`src/rtl/inst_mem_responder_if.sv`:
```
// ---------------------------------------------------------------------------
// inst_mem_responder_if
//   Fetch request / instruction response bundle between a fetch unit
//   (master) and the instruction memory responder (slave).
//
//   Request : req_valid, target_device_flag, device, address  -> slave
//             req_ready                                        <- slave
//   Response: rsp_valid, rsp_data, rsp_pointer, rsp_last       <- slave
//             rsp_ready                                        -> slave
// ---------------------------------------------------------------------------
interface inst_mem_responder_if #(
   parameter int ADDR_WIDTH   = 8,
   parameter int DATA_WIDTH   = 16,
   parameter int DEVICE_WIDTH = 2
);
   logic                    req_valid;
   logic                    target_device_flag;
   logic [DEVICE_WIDTH-1:0] device;
   logic [ADDR_WIDTH-1:0]   address;
   logic                    req_ready;
   logic                    rsp_valid;
   logic                    rsp_ready;
   logic [DATA_WIDTH-1:0]   rsp_data;
   logic [3:0]              rsp_pointer;
   logic                    rsp_last;

   modport master (
      output req_valid, target_device_flag, device, address, rsp_ready,
      input  req_ready, rsp_valid, rsp_data, rsp_pointer, rsp_last
   );

   modport slave (
      input  req_valid, target_device_flag, device, address, rsp_ready,
      output req_ready, rsp_valid, rsp_data, rsp_pointer, rsp_last
   );
endinterface

```
`src/rtl/inst_mem_responder.sv`:
```
// ---------------------------------------------------------------------------
// inst_mem_responder
//   Memory-side responder for instruction fetch. Accepts a request addressed
//   to DEVICE_ID, waits WAIT_STATES cycles, then streams BURST_LEN words
//   (wrapping modulo the array depth) tagged with their IR pointer.
//
//   clk, rst_n : clock (rising edge), asynchronous active-low reset
//   bus        : fetch request / response bundle (slave side)
//   ld_en, ld_addr, ld_data : side load port into the memory array
//   busy       : high while a request is being serviced (WAIT or SEND)
// ---------------------------------------------------------------------------
module inst_mem_responder #(
   parameter int                      ADDR_WIDTH   = 8,
   parameter int                      DATA_WIDTH   = 16,
   parameter int                      DEVICE_WIDTH = 2,
   parameter logic [DEVICE_WIDTH-1:0] DEVICE_ID    = 2'b01,
   parameter int                      WAIT_STATES  = 2,
   parameter int                      BURST_LEN    = 4
) (
   input  logic                  clk,
   input  logic                  rst_n,
   inst_mem_responder_if.slave   bus,
   input  logic                  ld_en,
   input  logic [ADDR_WIDTH-1:0] ld_addr,
   input  logic [DATA_WIDTH-1:0] ld_data,
   output logic                  busy
);

   typedef enum logic [1:0] {IDLE, WAIT, SEND} state_t;

   state_t                state, state_nxt;
   logic [ADDR_WIDTH-1:0] base, base_nxt;
   logic [3:0]            wait_cnt, wait_nxt;
   logic [3:0]            beat, beat_nxt;

   logic [DATA_WIDTH-1:0] mem [2**ADDR_WIDTH];

   logic [DATA_WIDTH-1:0] data_reg;
   logic [3:0]            pointer_reg;
   logic                  last_reg;

   logic                  hit;
   logic                  fire;
   logic                  last_beat;
   logic [ADDR_WIDTH-1:0] rd_addr;
   logic [DATA_WIDTH-1:0] rd_word;

   assign hit       = bus.req_valid & bus.target_device_flag & (bus.device == DEVICE_ID);
   assign fire      = (state == SEND) & bus.rsp_ready;
   assign last_beat = (beat == 4'(BURST_LEN - 1));

   always_comb begin
      state_nxt = state;
      base_nxt  = base;
      wait_nxt  = wait_cnt;
      beat_nxt  = beat;
      case (state)
         IDLE: begin
            if (hit) begin
               base_nxt  = bus.address;
               wait_nxt  = 4'd0;
               beat_nxt  = 4'd0;
               state_nxt = (WAIT_STATES == 0) ? SEND : WAIT;
            end
         end
         WAIT: begin
            wait_nxt = wait_cnt + 4'd1;
            if (wait_cnt == 4'(WAIT_STATES - 1)) begin
               state_nxt = SEND;
            end
         end
         SEND: begin
            if (fire) begin
               if (last_beat) begin
                  state_nxt = IDLE;
                  beat_nxt  = 4'd0;
               end else begin
                  beat_nxt  = beat + 4'd1;
               end
            end
         end
         default: state_nxt = IDLE;
      endcase
   end

   // The response registers are reloaded every cycle from the word that will
   // be presented next. A load to that same address in this cycle is
   // forwarded, so a held beat shows the new value from the following cycle
   // while the current cycle still shows the old one.
   assign rd_addr = base_nxt + ADDR_WIDTH'(beat_nxt);
   assign rd_word = (ld_en && (ld_addr == rd_addr)) ? ld_data : mem[rd_addr];

   always_ff @(posedge clk or negedge rst_n) begin
      if (!rst_n) begin
         state       <= IDLE;
         base        <= '0;
         wait_cnt    <= 4'd0;
         beat        <= 4'd0;
         data_reg    <= '0;
         pointer_reg <= 4'd0;
         last_reg    <= 1'b0;
      end else begin
         state       <= state_nxt;
         base        <= base_nxt;
         wait_cnt    <= wait_nxt;
         beat        <= beat_nxt;
         data_reg    <= rd_word;
         pointer_reg <= beat_nxt;
         last_reg    <= (state_nxt == SEND) && (beat_nxt == 4'(BURST_LEN - 1));
      end
   end

   // Memory contents are deliberately not reset.
   always_ff @(posedge clk) begin
      if (ld_en) begin
         mem[ld_addr] <= ld_data;
      end
   end

   // req_ready is gated by rst_n so it reads low for the whole reset window.
   assign bus.req_ready   = (state == IDLE) & rst_n;
   assign bus.rsp_valid   = (state == SEND);
   assign bus.rsp_data    = data_reg;
   assign bus.rsp_pointer = pointer_reg;
   assign bus.rsp_last    = last_reg;
   assign busy            = (state != IDLE);

endmodule

```
`src/flat_wrapper.sv`:
```
// flat-port wrapper written by rule: the top's interface ports become plain ports
module inst_mem_responder_flat 
#(
   parameter int                      ADDR_WIDTH   = 8,
   parameter int                      DATA_WIDTH   = 16,
   parameter int                      DEVICE_WIDTH = 2,
   parameter logic [DEVICE_WIDTH-1:0] DEVICE_ID    = 2'b01,
   parameter int                      WAIT_STATES  = 2,
   parameter int                      BURST_LEN    = 4
)
  (clk, rst_n, ld_en, ld_addr, ld_data, busy, bus_req_valid, bus_target_device_flag, bus_device, bus_address, bus_rsp_ready, bus_req_ready, bus_rsp_valid, bus_rsp_data, bus_rsp_pointer, bus_rsp_last);
  inst_mem_responder_if #(.ADDR_WIDTH(ADDR_WIDTH), .DATA_WIDTH(DATA_WIDTH), .DEVICE_WIDTH(DEVICE_WIDTH)) bus_i ();
  input  logic clk;
  input  logic rst_n;
  input  logic ld_en;
  input  logic [ADDR_WIDTH-1:0] ld_addr;
  input  logic [DATA_WIDTH-1:0] ld_data;
  output logic busy;
  input wire logic [$bits(bus_i.req_valid)-1:0] bus_req_valid;
  input wire logic [$bits(bus_i.target_device_flag)-1:0] bus_target_device_flag;
  input wire logic [$bits(bus_i.device)-1:0] bus_device;
  input wire logic [$bits(bus_i.address)-1:0] bus_address;
  input wire logic [$bits(bus_i.rsp_ready)-1:0] bus_rsp_ready;
  output wire logic [$bits(bus_i.req_ready)-1:0] bus_req_ready;
  output wire logic [$bits(bus_i.rsp_valid)-1:0] bus_rsp_valid;
  output wire logic [$bits(bus_i.rsp_data)-1:0] bus_rsp_data;
  output wire logic [$bits(bus_i.rsp_pointer)-1:0] bus_rsp_pointer;
  output wire logic [$bits(bus_i.rsp_last)-1:0] bus_rsp_last;
  assign bus_i.req_valid = bus_req_valid;
  assign bus_i.target_device_flag = bus_target_device_flag;
  assign bus_i.device = bus_device;
  assign bus_i.address = bus_address;
  assign bus_i.rsp_ready = bus_rsp_ready;
  assign bus_req_ready = bus_i.req_ready;
  assign bus_rsp_valid = bus_i.rsp_valid;
  assign bus_rsp_data = bus_i.rsp_data;
  assign bus_rsp_pointer = bus_i.rsp_pointer;
  assign bus_rsp_last = bus_i.rsp_last;
  inst_mem_responder #(.ADDR_WIDTH(ADDR_WIDTH), .DATA_WIDTH(DATA_WIDTH), .DEVICE_WIDTH(DEVICE_WIDTH), .DEVICE_ID(DEVICE_ID), .WAIT_STATES(WAIT_STATES), .BURST_LEN(BURST_LEN)) u_core (.clk(clk), .rst_n(rst_n), .bus(bus_i), .ld_en(ld_en), .ld_addr(ld_addr), .ld_data(ld_data), .busy(busy));
endmodule
```
`config.mk`:
```
export PLATFORM = sky130hd
export DESIGN_NAME = inst_mem_responder_flat
export DESIGN_NICKNAME = d
export VERILOG_FILES = /design/src/rtl/inst_mem_responder_if.sv /design/src/rtl/inst_mem_responder.sv /design/src/flat_wrapper.sv
export SDC_FILE = /design/constraint.sdc
export NUM_CORES = 2
export LEC_CHECK = 0
export BUFFER_PORTS_ARGS = -buffer_cell sky130_fd_sc_hd__buf_2
export CORE_AREA = 4 4 681 683
export CTS_BUF_LIST = sky130_fd_sc_hd__clkbuf_2 sky130_fd_sc_hd__clkbuf_4 sky130_fd_sc_hd__clkbuf_8
export DETAILED_ROUTE_END_ITERATION = 6
export DIE_AREA = 0 0 685 687
export PLACE_DENSITY_LB_ADDON = 0.3
export SYNTH_ARGS = -nofsm -noshare
export SYNTH_HDL_FRONTEND = slang
export SYNTH_SLANG_ARGS = --single-unit
export TNS_END_PERCENT = 30
```
`constraint.sdc`:
```
create_clock -name clk -period 6.5 [get_ports clk]
set_clock_uncertainty 0.15 [all_clocks]
set_input_delay 1.3 -clock clk [delete_from_list [all_inputs] [get_ports clk]]
set_output_delay 1.3 -clock clk [all_outputs]
set_load 0.005 [all_outputs]
```
==> results.sh <==
export IMPL_finalNonFillerCells=15066
export IMPL_critical_path_max_stage_delay_ns=0.88
export IMPL_final_max_slew_violation_count=56
export IMPL_grt_overflow=0
export IMPL_final_hold_viol_count=0
export IMPL_yosys_reg_bits=4131
export IMPL_critical_path_most_common_cell="sky130_fd_sc_hd__buf_4"
export IMPL_rr_worst_depth=18
export IMPL_timing_critical_path_cells="ha_1, nor3b_1, o22ai_1, a22o_1, ha_4, fa_4, a21o_1, a21oi_1, or3_4, and2_4, buf_4, a31oi_1, a2111oi_0, buf_4, nor4_1, buf_4, a211oi_1, a21oi_1"
export IMPL_grt_setup_unrepaired="false"
export IMPL_post_cts_setup_buffers=0
export IMPL_irDropWorstVdd_uv=382
export IMPL_cts_root_buffer_cell="sky130_fd_sc_hd__clkbuf_8"
export IMPL_critPathBufInv=3
export IMPL_remaining_antenna_violation_count_after_routing=0
export IMPL_timing_setup_critical_path_class="register to register"
export IMPL_cts_reportedPaths_clkPinSlew_ns=0.07
export IMPL_r2r_start="u_core.beat[1]"
export IMPL_setup_viol=0
export IMPL_synth_flop_cell="sky130_fd_sc_hd__edfxtp_1"
export IMPL_drv_max_cap_violation_count=0
export IMPL_routed_length_per_placed_instance_um=30.6
export IMPL_drt_drc_violations_left=0
export IMPL_postCtsResizedCells=0
export IMPL_synth_warnings=0
export IMPL_core_region_area_sq_um=458000
export IMPL_dp_cell_count=13869
export IMPL_postSynth_asyncResetShare=0.00847
export IMPL_grt_pass1_vias=83811
export IMPL_fin_crit_sh=0.929
export IMPL_layout_drive_gt1_share=0.325
export IMPL_yosysSeqAreaShare=0.775
export IMPL_rows=249
export IMPL_routed_wire_length_um=461000
export IMPL_io_pins=64
export IMPL_power_density_nw_per_um2=547
export IMPL_required_ns=7.41
export IMPL_timing_hold_ws_ns=0.281
export IMPL_vias=82926
export IMPL_grt_max_degree=197
export IMPL_timing_critical_path_slowest_stage_cell="sky130_fd_sc_hd__a2111oi_0"
export IMPL_htreeDepth=6
export IMPL_post_route_util=0.404
export IMPL_gr_usage_all_layers=0.192
export IMPL_timing_critical_path_to="u_core.bus.rsp_data[14]"
export IMPL_start_util=0.349
export IMPL_yosys_area_top_type="sky130_fd_sc_hd__edfxtp_1"
export IMPL_tritoncts="yes"
export IMPL_first_pass_drt_iterations=7
export IMPL_avgViaCountPerCell=5.50
export IMPL_total_leakage_power_nw=58.3
export IMPL_tightest_slew_ns=1.55
export IMPL_synth_top_cell_area_share=0.769
export IMPL_finalNetCount=8435
export IMPL_grt_antenna_before_repair=22
export IMPL_cts_hold_buffers=1
export IMPL_tritoncts_num_sinks=4131
export IMPL_area_growth_syn_to_layout_pct=15.9
export IMPL_globalplace_congestion=0.875
export IMPL_cp_end_kind="register"
export IMPL_mappedNetlistNets=7482
export IMPL_netlist_top_cells_area="sky130_fd_sc_hd__edfxtp_1 77%, sky130_fd_sc_hd__mux4_2 15%, sky130_fd_sc_hd__nand3_1 1.3%"
export IMPL_status="complete, but fails checks"
export IMPL_die_h_um=687
export IMPL_worstSkewPairLatency_ns=1.21
export IMPL_worst_r2r_setup_slack_ns=0.46
export IMPL_finished_layout_cell_area_sq_um=185000
export IMPL_ff_latch_area_sq_um=124000
export IMPL_path_delay_family="compound AO/OA/AOI/OAI gates"
export IMPL_cts_root_to_sink_buffers=4
export IMPL_fin_crit_ns=6.04
export IMPL_hpwlAfterDp_um=281000
export IMPL_multi_input_area_sq_um=33900
export IMPL_crit_reg2reg_capture="u_core.bus.rsp_data[14]"
export IMPL_number_of_flops_mapped_to_enable_cells_by_yosys=4096
export IMPL_fill_cells=40394
export IMPL_instance_count_of_the_mapped_netlist=7434
export IMPL_avgSynthCellArea_sq_um=21.5
export IMPL_timing_slew_headroom=-0.0366
export IMPL_grt_pass1_wl_um=648000
export IMPL_worstSetupStartpoint="u_core.beat[1]"
export IMPL_ys_types=68
export IMPL_failed_checks="slew limit"
export IMPL_drt_iter0_drc=10673
export IMPL_hold_path_class="input pin to register"
export IMPL_die_width_um=685
export IMPL_syn_cell_area_sq_um=160000
export IMPL_path_max_fanout=21
export IMPL_worst_ep_arrival_time_ns=6.96
export IMPL_placed_cell_area_sq_um=173000
export IMPL_die_area_sq_um=471000
export IMPL_path_depth=18
export IMPL_upper_clock_frequency_limit_mhz=166
export IMPL_cts_bufs_inserted=664
export IMPL_cp_start_kind="register"
export IMPL_number_of_buffer_cells_added_on_primary_ports=63
cells in the mapped netlist, types with 9 or more instances:
| cell type | number |
|---|---|
| sky130_fd_sc_hd__a211oi_1 | 32 |
| sky130_fd_sc_hd__mux2i_1 | 115 |
| sky130_fd_sc_hd__xnor2_1 | 9 |
| sky130_fd_sc_hd__buf_1 | 30 |
| sky130_fd_sc_hd__inv_1 | 9 |
| sky130_fd_sc_hd__nand3_1 | 423 |
| sky130_fd_sc_hd__a31oi_1 | 138 |
| sky130_fd_sc_hd__buf_2 | 176 |
| sky130_fd_sc_hd__a32oi_1 | 14 |
| sky130_fd_sc_hd__o22ai_1 | 9 |
| sky130_fd_sc_hd__a21oi_1 | 41 |
| sky130_fd_sc_hd__a41oi_1 | 18 |
| sky130_fd_sc_hd__a22o_1 | 12 |
| sky130_fd_sc_hd__nor3_1 | 10 |
| sky130_fd_sc_hd__mux2_2 | 13 |
| sky130_fd_sc_hd__nand2_1 | 312 |
| sky130_fd_sc_hd__a32o_1 | 17 |
| sky130_fd_sc_hd__o211ai_1 | 10 |
| sky130_fd_sc_hd__a21o_1 | 18 |
| sky130_fd_sc_hd__o21ai_0 | 22 |
| sky130_fd_sc_hd__nor2_1 | 284 |
| sky130_fd_sc_hd__clkbuf_1 | 226 |
| sky130_fd_sc_hd__buf_4 | 28 |
| sky130_fd_sc_hd__dfrtp_1 | 35 |
| sky130_fd_sc_hd__and3_1 | 85 |
| sky130_fd_sc_hd__a221oi_1 | 20 |
| sky130_fd_sc_hd__mux4_2 | 1051 |
| sky130_fd_sc_hd__edfxtp_1 | 4096 |
| sky130_fd_sc_hd__nand4_1 | 62 |
| sky130_fd_sc_hd__nor2b_1 | 9 |
per-layer routing:
layer / GRT usage / up-vias / part of all wire
li1: - / 33317 / -
met1: 0.267 / 44739 / 0.41
met2: 0.301 / 4163 / 0.47
met3: 0.0395 / 703 / 0.087
met4: 0.0654 / 4 / 0.035
met5: 0 / - / 0.000074
per-stage QoR:
step | worst slack (ns) | total power [mW] | setup TNS (ns)
after global placement | -0.421 | 80.4 | -1.66
after floorplan | 0.884 | 59.1 | 0
final | 0.458 | 101 | 0
after CTS | 0.534 | 102 | 0
after detailed placement | -0.326 | 80.3 | -0.935
after global routing | 0.326 | 105 | 0
layout make-up:
| type | instances | share of cell area |
|---|---|---|
| tap | 6149 | 0.0415 |
| antenna | 18 | 0.000243 |
| clock buffer | 890 | 0.0589 |
| inverter | 9 | 0.000182 |
| timing repair buffer | 759 | 0.0383 |
| clock inverter | 288 | 0.00940 |
| multi-input combinational | 2822 | 0.183 |
| sequential | 4131 | 0.668 |
sequential cells by signal, indices dropped and copies added (netlist names):
register / count
u_core.base: 8
u_core.beat: 4
u_core.bus.rsp_data: 16
u_core.bus.rsp_last: 1
u_core.mem: 4096
u_core.state: 2
u_core.wait_cnt: 4
kinds of logic (layout without fill, tap and decap cells):
group / count (synthesis) / in the layout / synth area share
compound gates: 396 / 396 / 0.0176
xor+xnor: 15 / 15 / 0.00103
other cells: 0 / 18 / 0
buf+inv: 481 / 1946 / 0.0140
fa+ha+maj: 8 / 8 / 0.000673
mux: 1180 / 1180 / 0.156
flops: 4131 / 4131 / 0.775
simple gates: 1223 / 1223 / 0.0355
power by group:
part	internal, mW	total, mW	leakage (nW)	switching, mW
Combinational	22.1	49.9	14.4	27.8
Clock	11.4	21.7	6.67	10.3
Sequential	29.5	29.7	37.2	0.214
placed cells by master (no fill, tap or decap), types with 58 or more instances in the layout:
| cell | Yosys | layout |
|---|---|---|
| sky130_fd_sc_hd__clkbuf_8 | 0 | 676 |
| sky130_fd_sc_hd__mux2i_1 | 115 | 115 |
| sky130_fd_sc_hd__nor2_1 | 284 | 251 |
| sky130_fd_sc_hd__nand3_1 | 423 | 420 |
| sky130_fd_sc_hd__mux4_2 | 1051 | 1051 |
| sky130_fd_sc_hd__buf_12 | 0 | 111 |
| sky130_fd_sc_hd__buf_4 | 28 | 584 |
| sky130_fd_sc_hd__and3_1 | 85 | 85 |
| sky130_fd_sc_hd__nand2_1 | 312 | 311 |
| sky130_fd_sc_hd__edfxtp_1 | 4096 | 4096 |
| sky130_fd_sc_hd__a31oi_1 | 138 | 138 |
| sky130_fd_sc_hd__clkinv_1 | 0 | 171 |
| sky130_fd_sc_hd__nand4_1 | 62 | 62 |
| sky130_fd_sc_hd__clkbuf_4 | 0 | 214 |
| sky130_fd_sc_hd__clkinv_2 | 0 | 58 |
how the worst min path moves through the flow:
stage	endpoint	start	cells after the start
after detailed placement	u_core.wait_cnt[3]	u_core.wait_cnt[3]	1
after global placement	u_core.wait_cnt[3]	u_core.wait_cnt[3]	1
after global routing	u_core.base[3]	bus_address[3]	2
after floorplan	u_core.wait_cnt[3]	u_core.wait_cnt[3]	1
final	u_core.base[3]	bus_address[3]	2
after CTS	u_core.base[3]	bus_address[3]	2
(Power assumes the default switching activity.)
